==> src/rtl/uart_pkg.sv <==
// ============================================================================
// Module   : uart_pkg
// Brief    : Shared UART state encoding and default frame parameters.
// Revision : 1.0 - initial release
// ============================================================================
`default_nettype none

package uart_pkg;

  localparam int DEF_SIZEDATA   = 8;
  localparam int DEF_OVERSAMPLE = 16;
  localparam int DEF_SB_TICKS   = 16;

  // PARITY keeps its encoding even when the parity build option is off,
  // so RX/TX stages always agree on the state numbering.
  typedef enum logic [2:0] {
    ST_IDLE   = 3'd0,
    ST_START  = 3'd1,
    ST_DATA   = 3'd2,
    ST_PARITY = 3'd3,
    ST_STOP   = 3'd4
  } tx_state_e;

  function automatic int max2(input int a, input int b);
    return (a > b) ? a : b;
  endfunction

endpackage

`default_nettype wire

==> src/rtl/uart_tx_if.sv <==
// ============================================================================
// Module   : uart_tx_if
// Brief    : Request/serial-line bundle between the TX driver and uart_tx.
// Revision : 1.0 - initial release
// ============================================================================
`default_nettype none

interface uart_tx_if
  import uart_pkg::*;
#(
  parameter int SIZEDATA = DEF_SIZEDATA
);

  logic                i_tick;
  logic                i_tx_start;
  logic [SIZEDATA-1:0] i_tx_data;
  logic                o_tx;
  logic                o_tx_busy;
  logic                o_tx_done;

  modport master (
    output i_tick,
    output i_tx_start,
    output i_tx_data,
    input  o_tx,
    input  o_tx_busy,
    input  o_tx_done
  );

  modport slave (
    input  i_tick,
    input  i_tx_start,
    input  i_tx_data,
    output o_tx,
    output o_tx_busy,
    output o_tx_done
  );

endinterface

`default_nettype wire

==> src/rtl/uart_tx.sv <==
// ============================================================================
// Module   : uart_tx
// Brief    : UART transmitter, start + SIZEDATA data (LSB first) + stop bits.
//            Define UART_TX_PARITY_EN to insert an even-parity bit.
// Revision : 1.0 - initial release
// ============================================================================
`default_nettype none

module uart_tx
  import uart_pkg::*;
#(
  parameter int SIZEDATA   = DEF_SIZEDATA,
  parameter int OVERSAMPLE = DEF_OVERSAMPLE,
  parameter int SB_TICKS   = DEF_SB_TICKS
) (
  input  logic       i_clock,
  input  logic       i_reset,
  uart_tx_if.slave   bus
);

  localparam int TICK_MAX = max2(OVERSAMPLE, SB_TICKS);
  localparam int TICK_W   = $clog2(TICK_MAX + 1);
  localparam int BIT_W    = $clog2(SIZEDATA + 1);

  localparam logic [TICK_W-1:0] BIT_LAST_TICK  = TICK_W'(OVERSAMPLE - 1);
  localparam logic [TICK_W-1:0] STOP_LAST_TICK = TICK_W'(SB_TICKS - 1);
  localparam logic [BIT_W-1:0]  LAST_BIT       = BIT_W'(SIZEDATA - 1);

  tx_state_e           state_q;
  logic [TICK_W-1:0]   tick_cnt_q;
  logic [BIT_W-1:0]    bit_cnt_q;
  logic [SIZEDATA-1:0] shreg_q;
  logic [SIZEDATA-1:0] shreg_d;
  logic                tx_q;
  logic                busy_q;
  logic                done_q;
  logic                bit_end_d;
  logic                stop_end_d;
`ifdef UART_TX_PARITY_EN
  logic                parity_q;
`endif

  assign shreg_d    = shreg_q >> 1;
  assign bit_end_d  = bus.i_tick && (tick_cnt_q == BIT_LAST_TICK);
  assign stop_end_d = bus.i_tick && (tick_cnt_q == STOP_LAST_TICK);

  always_ff @(posedge i_clock or posedge i_reset) begin
    if (i_reset) begin
      state_q    <= ST_IDLE;
      tick_cnt_q <= '0;
      bit_cnt_q  <= '0;
      shreg_q    <= '0;
      tx_q       <= 1'b1;
      busy_q     <= 1'b0;
      done_q     <= 1'b0;
`ifdef UART_TX_PARITY_EN
      parity_q   <= 1'b0;
`endif
    end else begin
      done_q <= 1'b0;
      case (state_q)
        ST_IDLE: begin
          tx_q   <= 1'b1;
          busy_q <= 1'b0;
          // Accept without waiting for a tick; a tick on this edge is not counted.
          if (bus.i_tx_start) begin
            shreg_q    <= bus.i_tx_data;
`ifdef UART_TX_PARITY_EN
            parity_q   <= ^bus.i_tx_data;
`endif
            tick_cnt_q <= '0;
            bit_cnt_q  <= '0;
            state_q    <= ST_START;
            tx_q       <= 1'b0;
            busy_q     <= 1'b1;
          end
        end

        ST_START: begin
          if (bit_end_d) begin
            tick_cnt_q <= '0;
            state_q    <= ST_DATA;
            tx_q       <= shreg_q[0];
          end else if (bus.i_tick) begin
            tick_cnt_q <= tick_cnt_q + 1'b1;
          end
        end

        ST_DATA: begin
          if (bit_end_d) begin
            tick_cnt_q <= '0;
            shreg_q    <= shreg_d;
            if (bit_cnt_q == LAST_BIT) begin
              bit_cnt_q <= '0;
`ifdef UART_TX_PARITY_EN
              state_q   <= ST_PARITY;
              tx_q      <= parity_q;
`else
              state_q   <= ST_STOP;
              tx_q      <= 1'b1;
`endif
            end else begin
              bit_cnt_q <= bit_cnt_q + 1'b1;
              tx_q      <= shreg_d[0];
            end
          end else if (bus.i_tick) begin
            tick_cnt_q <= tick_cnt_q + 1'b1;
          end
        end

`ifdef UART_TX_PARITY_EN
        ST_PARITY: begin
          if (bit_end_d) begin
            tick_cnt_q <= '0;
            state_q    <= ST_STOP;
            tx_q       <= 1'b1;
          end else if (bus.i_tick) begin
            tick_cnt_q <= tick_cnt_q + 1'b1;
          end
        end
`endif

        ST_STOP: begin
          tx_q <= 1'b1;
          if (stop_end_d) begin
            tick_cnt_q <= '0;
            state_q    <= ST_IDLE;
            busy_q     <= 1'b0;
            done_q     <= 1'b1;
          end else if (bus.i_tick) begin
            tick_cnt_q <= tick_cnt_q + 1'b1;
          end
        end

        default: begin
          // Unreachable encodings (including PARITY when it is compiled out).
          state_q    <= ST_IDLE;
          tick_cnt_q <= '0;
          bit_cnt_q  <= '0;
          tx_q       <= 1'b1;
          busy_q     <= 1'b0;
        end
      endcase
    end
  end

  assign bus.o_tx      = tx_q;
  assign bus.o_tx_busy = busy_q;
  assign bus.o_tx_done = done_q;

  a_busy_tracks_state : assert property (
    @(posedge i_clock) disable iff (i_reset)
    busy_q == (state_q != ST_IDLE)
  );

  a_done_means_idle_line : assert property (
    @(posedge i_clock) disable iff (i_reset)
    done_q |-> (!busy_q && tx_q)
  );

endmodule

`default_nettype wire

==> src/flat_wrapper.sv <==
// flat-port wrapper written by rule: the top's interface ports become plain ports
module uart_tx_flat import uart_pkg::*;
#(
  parameter int SIZEDATA   = DEF_SIZEDATA,
  parameter int OVERSAMPLE = DEF_OVERSAMPLE,
  parameter int SB_TICKS   = DEF_SB_TICKS
)
  (i_clock, i_reset, bus_i_tick, bus_i_tx_start, bus_i_tx_data, bus_o_tx, bus_o_tx_busy, bus_o_tx_done);
  uart_tx_if #(.SIZEDATA(SIZEDATA)) bus_i ();
  input  logic i_clock;
  input  logic i_reset;
  input wire logic [$bits(bus_i.i_tick)-1:0] bus_i_tick;
  input wire logic [$bits(bus_i.i_tx_start)-1:0] bus_i_tx_start;
  input wire logic [$bits(bus_i.i_tx_data)-1:0] bus_i_tx_data;
  output wire logic [$bits(bus_i.o_tx)-1:0] bus_o_tx;
  output wire logic [$bits(bus_i.o_tx_busy)-1:0] bus_o_tx_busy;
  output wire logic [$bits(bus_i.o_tx_done)-1:0] bus_o_tx_done;
  assign bus_i.i_tick = bus_i_tick;
  assign bus_i.i_tx_start = bus_i_tx_start;
  assign bus_i.i_tx_data = bus_i_tx_data;
  assign bus_o_tx = bus_i.o_tx;
  assign bus_o_tx_busy = bus_i.o_tx_busy;
  assign bus_o_tx_done = bus_i.o_tx_done;
  uart_tx #(.SIZEDATA(SIZEDATA), .OVERSAMPLE(OVERSAMPLE), .SB_TICKS(SB_TICKS)) u_core (.i_clock(i_clock), .i_reset(i_reset), .bus(bus_i));
endmodule
==> config.mk <==
export PLATFORM = sky130hd
export DESIGN_NAME = uart_tx_flat
export DESIGN_NICKNAME = d
export VERILOG_FILES = /design/src/rtl/uart_pkg.sv /design/src/rtl/uart_tx_if.sv /design/src/rtl/uart_tx.sv /design/src/flat_wrapper.sv
export SDC_FILE = /design/constraint.sdc
export NUM_CORES = 1
export LEC_CHECK = 0
export ABC_CLOCK_PERIOD_IN_PS = 3100
export CORE_ASPECT_RATIO = 1.2
export CORE_MARGIN = 2
export CORE_UTILIZATION = 50
export DETAILED_ROUTE_END_ITERATION = 7
export PLACE_DENSITY = 0.73
export SLEW_MARGIN = 10
export SYNTH_ARGS = -nofsm -noshare
export SYNTH_HDL_FRONTEND = slang
export SYNTH_SLANG_ARGS = --single-unit
==> constraint.sdc <==
create_clock -name i_clock -period 3.1 [get_ports i_clock]
set_input_delay 0.775 -clock i_clock [delete_from_list [all_inputs] [get_ports i_clock]]
set_output_delay 0.775 -clock i_clock [all_outputs]
set_load 0.01 [all_outputs]
==> results.md <==
- Outcome: finished clean
- Worst-path clk slew: 0.12 ns
- Fin area: 1420 µm²
- RSZ-0062 raised after global routing: no
- Min Tclk post-route: ~2.2 ns
- CP max stage cell: dfstp_2
- Syn avg cell area: 10.1 µm²
- Kind of critical path: reg2out
- CP Launch Point: u_core.bus.o_tx
- Cells after Synth: 125
- Synth warnings: 0
- Synth-to-layout area growth: 12.6%
- HP Start: u_core.bus.o_tx_busy
- Core area: 2350 µm²
- First-pass GRT wire length: a little under 4000 µm
- Die W: 49.9 µm
- Vias/cell: ~5.9
- Crit end category: primary output
- WL per Instance: 14.1 µm
- CTS Buffer Depth: 2
- Layout cells sized above 1: slightly below 6%
- Mapped Nets: 139
- Gpl congestion: 0.772
- Place WS: 0.715 ns
- Total chip power: roughly 900 µW
- Final Hold Vio Count: 0
- Critical path arrival: 1.38 ns
- NumNets Final: 151
- Max-cap viol count: 0
- Cell variety after synth: 40
- Peak VDD IR: around 0.45 mV
- Yosys top cell area share: 43.6%
- Crit path launch type: register
- Die H: roughly 59 µm
- Post-synth EDFFs: 0
- Starting DRC count in detailed routing: 19
- Post-Route WL: 2350 µm
- Antenna violations before repair: 0
- Number of global-route vias before repair: 896
- Num rows: 19
- Crit path max fanout: 2
- Seq/Total Area, Yosys: 45.7%
- Gr usage total: around 17%
- Max Fclk: around 460 MHz
- Commonest non-fill, non-tap cells in the layout: 22 x dfrtp_1, 14 x clkdlybuf4s50_1, 13 x o21ai_0
- Top cells by area, synth: dfrtp_1 44%, o21ai_0 5.2%, o21ba_1 4.8%
- Asr flop ratio synth: 100%
- DP HPWL: 1710 µm
- Worst Skew: 0.00237 ns
- Top FF cell, synth: dfrtp_1
- Hold Path Class: reg2reg
- Worst Path Buf+Inv: 1
- Placed cell areas: 1400 µm²
- Root buf cell: clkbuf_4
- CP required: 2.32 ns
- Final period util: ~70%
- Post-CTS setup buffer count: 0
- Largest net degree at the start of global routing: 24
- N_diodes: 0
- CTS Sinks: 23
- Biggest area consumer among synthesized cells: dfrtp_1
- Worst relative slew slack: between 40% and 50%
- Die Area: approximately 2900 µm²
- CP cell instances: clkdlybuf4s50_1
- Cts hold-fix bufs: 0
- Initial Utilization: 53.6%
- Kind of cell adding the most delay to the critical path: flip-flops
- Setup Total Neg Slack: 0 ns
- Num CTS Buffers: 3
- Number of max-slew violations in the final report: 0
- Port bufs: 14
- Commonest non-fill, non-tap cell in the layout: dfrtp_1
- Slew at the pin with the worst max-slew slack: 0.842 ns
- Routed Antenna Nets: 0
- Pwr/cell area: 627 nW/µm²
- Clock insertion delay at the later pin of the skew report: 0.30 ns
- Syn Std Cell Area: 1260 µm²
- H-tree level count: 1
- Vias: 989
- # IOs: 15
- Leakage: ~0.0006 µW
- PnR worst setup slack: between 0.9 and 1 ns
- Startpoint of the worst-slack reg-to-reg timing path: u_core.state_q[0]
- #FFs+latches synth: 23
- CTS tree: done
- DRT Pass-1 Iters: 4
- Post-cts sizing count: 0
- Residual DRC: 0
- CP max stage delay: 0.55 ns
- Number of setup violations in the final report: 0
- Total grt overflow: 0
## synth_stat cells, types with 2 or more instances
| library cell | n |
|---|---|
| a21oi_1 | 6 |
| a31oi_1 | 2 |
| and3_1 | 2 |
| buf_2 | 4 |
| buf_6 | 2 |
| dfrtp_1 | 22 |
| ha_1 | 2 |
| inv_1 | 4 |
| nand2_1 | 7 |
| nand3_1 | 2 |
| nand3b_1 | 5 |
| nor2_1 | 3 |
| nor3b_1 | 4 |
| o2111ai_1 | 2 |
| o211ai_1 | 3 |
| o21ai_0 | 13 |
| o21ai_1 | 2 |
| o21ba_1 | 6 |
| o22ai_1 | 9 |
| o31ai_1 | 2 |
| o41ai_1 | 2 |
| or3_1 | 2 |
| or3b_1 | 2 |
## cells by family after synthesis
logic type	synth area share (%)
muxes	0.793
and+or+nand+nor	18.8
DFF	45.7
xor gates and xnor gates	0.694
AOI/OAI and AO/OA	26.9
buffers and inverters	5.15
adders and majority gates	1.98
## flip-flops by register name, indices dropped and copies added, names as in the netlist
register / count
u_core.shreg_q: 8
u_core.bit_cnt_q: 4
u_core.bus.o_tx_busy: 1
u_core.state_q: 3
u_core.tick_cnt_q: 5
u_core.bus.o_tx_done: 1
u_core.bus.o_tx: 1
## path summary, 6_finish.rpt
check / to / slack [ns] / cells after the start
hold reg to reg: u_core.bus.o_tx_busy / 0.51 / 1
setup / recovery: bus_o_tx / 0.95 / 1
setup reg to reg: u_core.tick_cnt_q[2] / 1.19 / 4
max in group asynchronous: u_core.bit_cnt_q[2] / 1.66 / 2
min in group asynchronous: u_core.tick_cnt_q[4] / 0.92 / 2
hold / removal: u_core.bus.o_tx_busy / 0.51 / 1
## report_power, final
| group | switching [µW] | total (µW) | internal (µW) |
|---|---|---|---|
| logic | 142 | 285 | 144 |
| clock network | 85.2 | 135 | 50.1 |
| registers | 77.0 | 470 | 393 |
## layer usage
layer / global-route usage, % / part of all wire, % / up-vias
met4: 7.14 / 1.1 / 0
met2: 29.5 / 48 / 18
met3: 2.53 / 3.4 / 4
li1: - / - / 495
met1: 21.1 / 47 / 472
met5: 0 / 0 / -
## metrics by stage
step / instances / hold WS (ns) / utilization (%)
finish: 167 / 0.507 / 60.4
global route: 167 / 0.528 / 60.4
CTS: 167 / 0.515 / 60.4
detailed placement: 163 / 0.475 / 59.3
global placement: 163 / 0.470 / 59.3
floorplan: 125 / 0.450 / -
## area by class of cell
type,count,area (µm²)
Clock buffer,4,26.3
Timing Repair Buffer,14,140
Fill cell,195,932
Multi-Input combinational cell,90,621
Tap cell,31,38.8
Inverter,5,18.8
Sequential cell,23,577
Note: power is estimated with default switching activity, not from simulation.
==> RTL change (config.mk and constraints unchanged) <==
The package constant `DEF_SIZEDATA` goes from 8 to 32.
--- a/src/rtl/uart_pkg.sv
+++ b/src/rtl/uart_pkg.sv
@@ -8,5 +8,5 @@
 package uart_pkg;
 
-  localparam int DEF_SIZEDATA   = 8;
+  localparam int DEF_SIZEDATA   = 32;
   localparam int DEF_OVERSAMPLE = 16;
   localparam int DEF_SB_TICKS   = 16;
Interface: changed (resized bus_i_tx_data); port bits go from 15 to 39. The function was not compared with the original's and may differ.
==> RTL change against the unedited design <==
Die area increased by 93%; first-iteration DRC count increased to 5.9 times the old value; worst hold slack improved by 0.033 ns; sequential share of layout area decreased by 0.44 points; routed wire length increased by 120%; clock skew increased by 0.0037 ns; utilization increased by 2.0 points; critical path depth increased by 5; design area increased by 120%; sequential cell count increased by 26; area after synthesis increased by 100%; critical path type is now in2reg; power increased by 140%; worst setup slack got worse by 0.23 ns; global-route usage increased by 2.7 points.
==> RTL change: results (changes against the unedited design) <==
[layout]
drive_gt1_frac = 0.0903  ; +0.0315
nets = 358  ; +140%
n_fill_cell = 457  ; +130%

[synth]
avgSynthCellArea_um2 = 8.78  ; -13%
synth_xor_area_frac = 0.00688  ; -0.0000546
syn-num-nets = 328  ; +140%
ys_seq_area_frac = 0.482  ; +0.0254
synth.distinct_cells = 50  ; +25%
synth_ff_type = dfrtp_1
synth_area_leaders = dfrtp_1 (47%), nand2_1 (9.7%), a31oi_1 (7.9%)

[worst_setup_path]
crit_family = buffers and inverters
r2r-end = u_core.bit_cnt_q[0]
arrival_ns = 2.60  ; +1.22 ns
crit_path_top_delay_cell = clkdlybuf4s50_1
rr_worst_depth = 5  ; +1
worstPathMaxFanout = 31  ; +29
cp-endpoint = u_core.shreg_q[2]
cpPeakStageDelay_ns = 0.58  ; +0.03 ns
reg2reg_from = u_core.state_q[1]
critPathLaunch = bus_i_tx_start

[clocking]
clk_pin_slew_worst_paths_ns = 0.09  ; -0.03 ns
cts_max_level = 2  ; +1
cts-root-buf = clkbuf_8

[timing]
max_freq_mhz = 420  ; -9.6%
holdWs_ns = 0.541  ; +0.0335 ns

[route]
vias = 2135  ; +120%
drt_wl_total_mm = 5.16  ; +120%
drt_iter0_markers = 112  ; +93
dr_wl_met2_mm = 2.55  ; +120%
wl_met3_um = 195  ; +140%
wl_met1_mm = 2.35  ; +110%

[global_routing]
first_global_vias = 1966  ; +120%
grt_max_degree = 38  ; +58%
grtUsageMet2 = 0.344  ; +0.0490
gr-usage-met1 = 0.245  ; +0.0340
grt_pass1_wl_mm = 8.91  ; +130%
grt_use_total = 0.197  ; +0.0267

[place]
place.gp.congestion = 0.819  ; +6.1%
dp_cells = 373  ; +130%
place_hpwl_mm = 3.60  ; +110%
place_ws_ns = 0.353  ; -0.361 ns
placed_cell_area_um2 = 2940  ; +110%
port_buffers = 38  ; +24

[min_path]
min_from = u_core.shreg_q[8]
min_to = u_core.shreg_q[7]

[run_status]
status = finished, final reports clean

[power_and_ir_drop]
peakVddDrop_mv = 0.327  ; -27%

[RTL change: cell count changes in the layout (fill, tap and decap cells not counted), sizes merged, moves of 5 or more]
cell / before / now
nand2: 7 / 66
o21ba: 7 / 0
buf: 0 / 5
dfrtp: 22 / 48
clkdlybuf4s50: 14 / 38
nand3b: 6 / 1
a31oi: 2 / 32
nor2: 3 / 40
o22ai: 9 / 1
[RTL change: report_power, final]
part / internal [mW] / switching (mW) / total [mW]
registers: 0.885 / 0.168 / 1.05
clock network: 0.262 / 0.214 / 0.476
logic: 0.323 / 0.328 / 0.651
total: 1.47 / 0.710 / 2.18
[RTL change: area by class of cell]
cell class | instances | area (um^2) | area share
clock inverters | 2 | 37.5 | 0.0123
well taps | 60 | 75.1 | 0.0245
flip-flops and latches | 49 | 1230 | 0.401
clock buffers | 6 | 82.6 | 0.0270
inverters | 8 | 30.0 | 0.00982
multi-input cells | 213 | 1170 | 0.384
repair buffers | 43 | 430 | 0.141
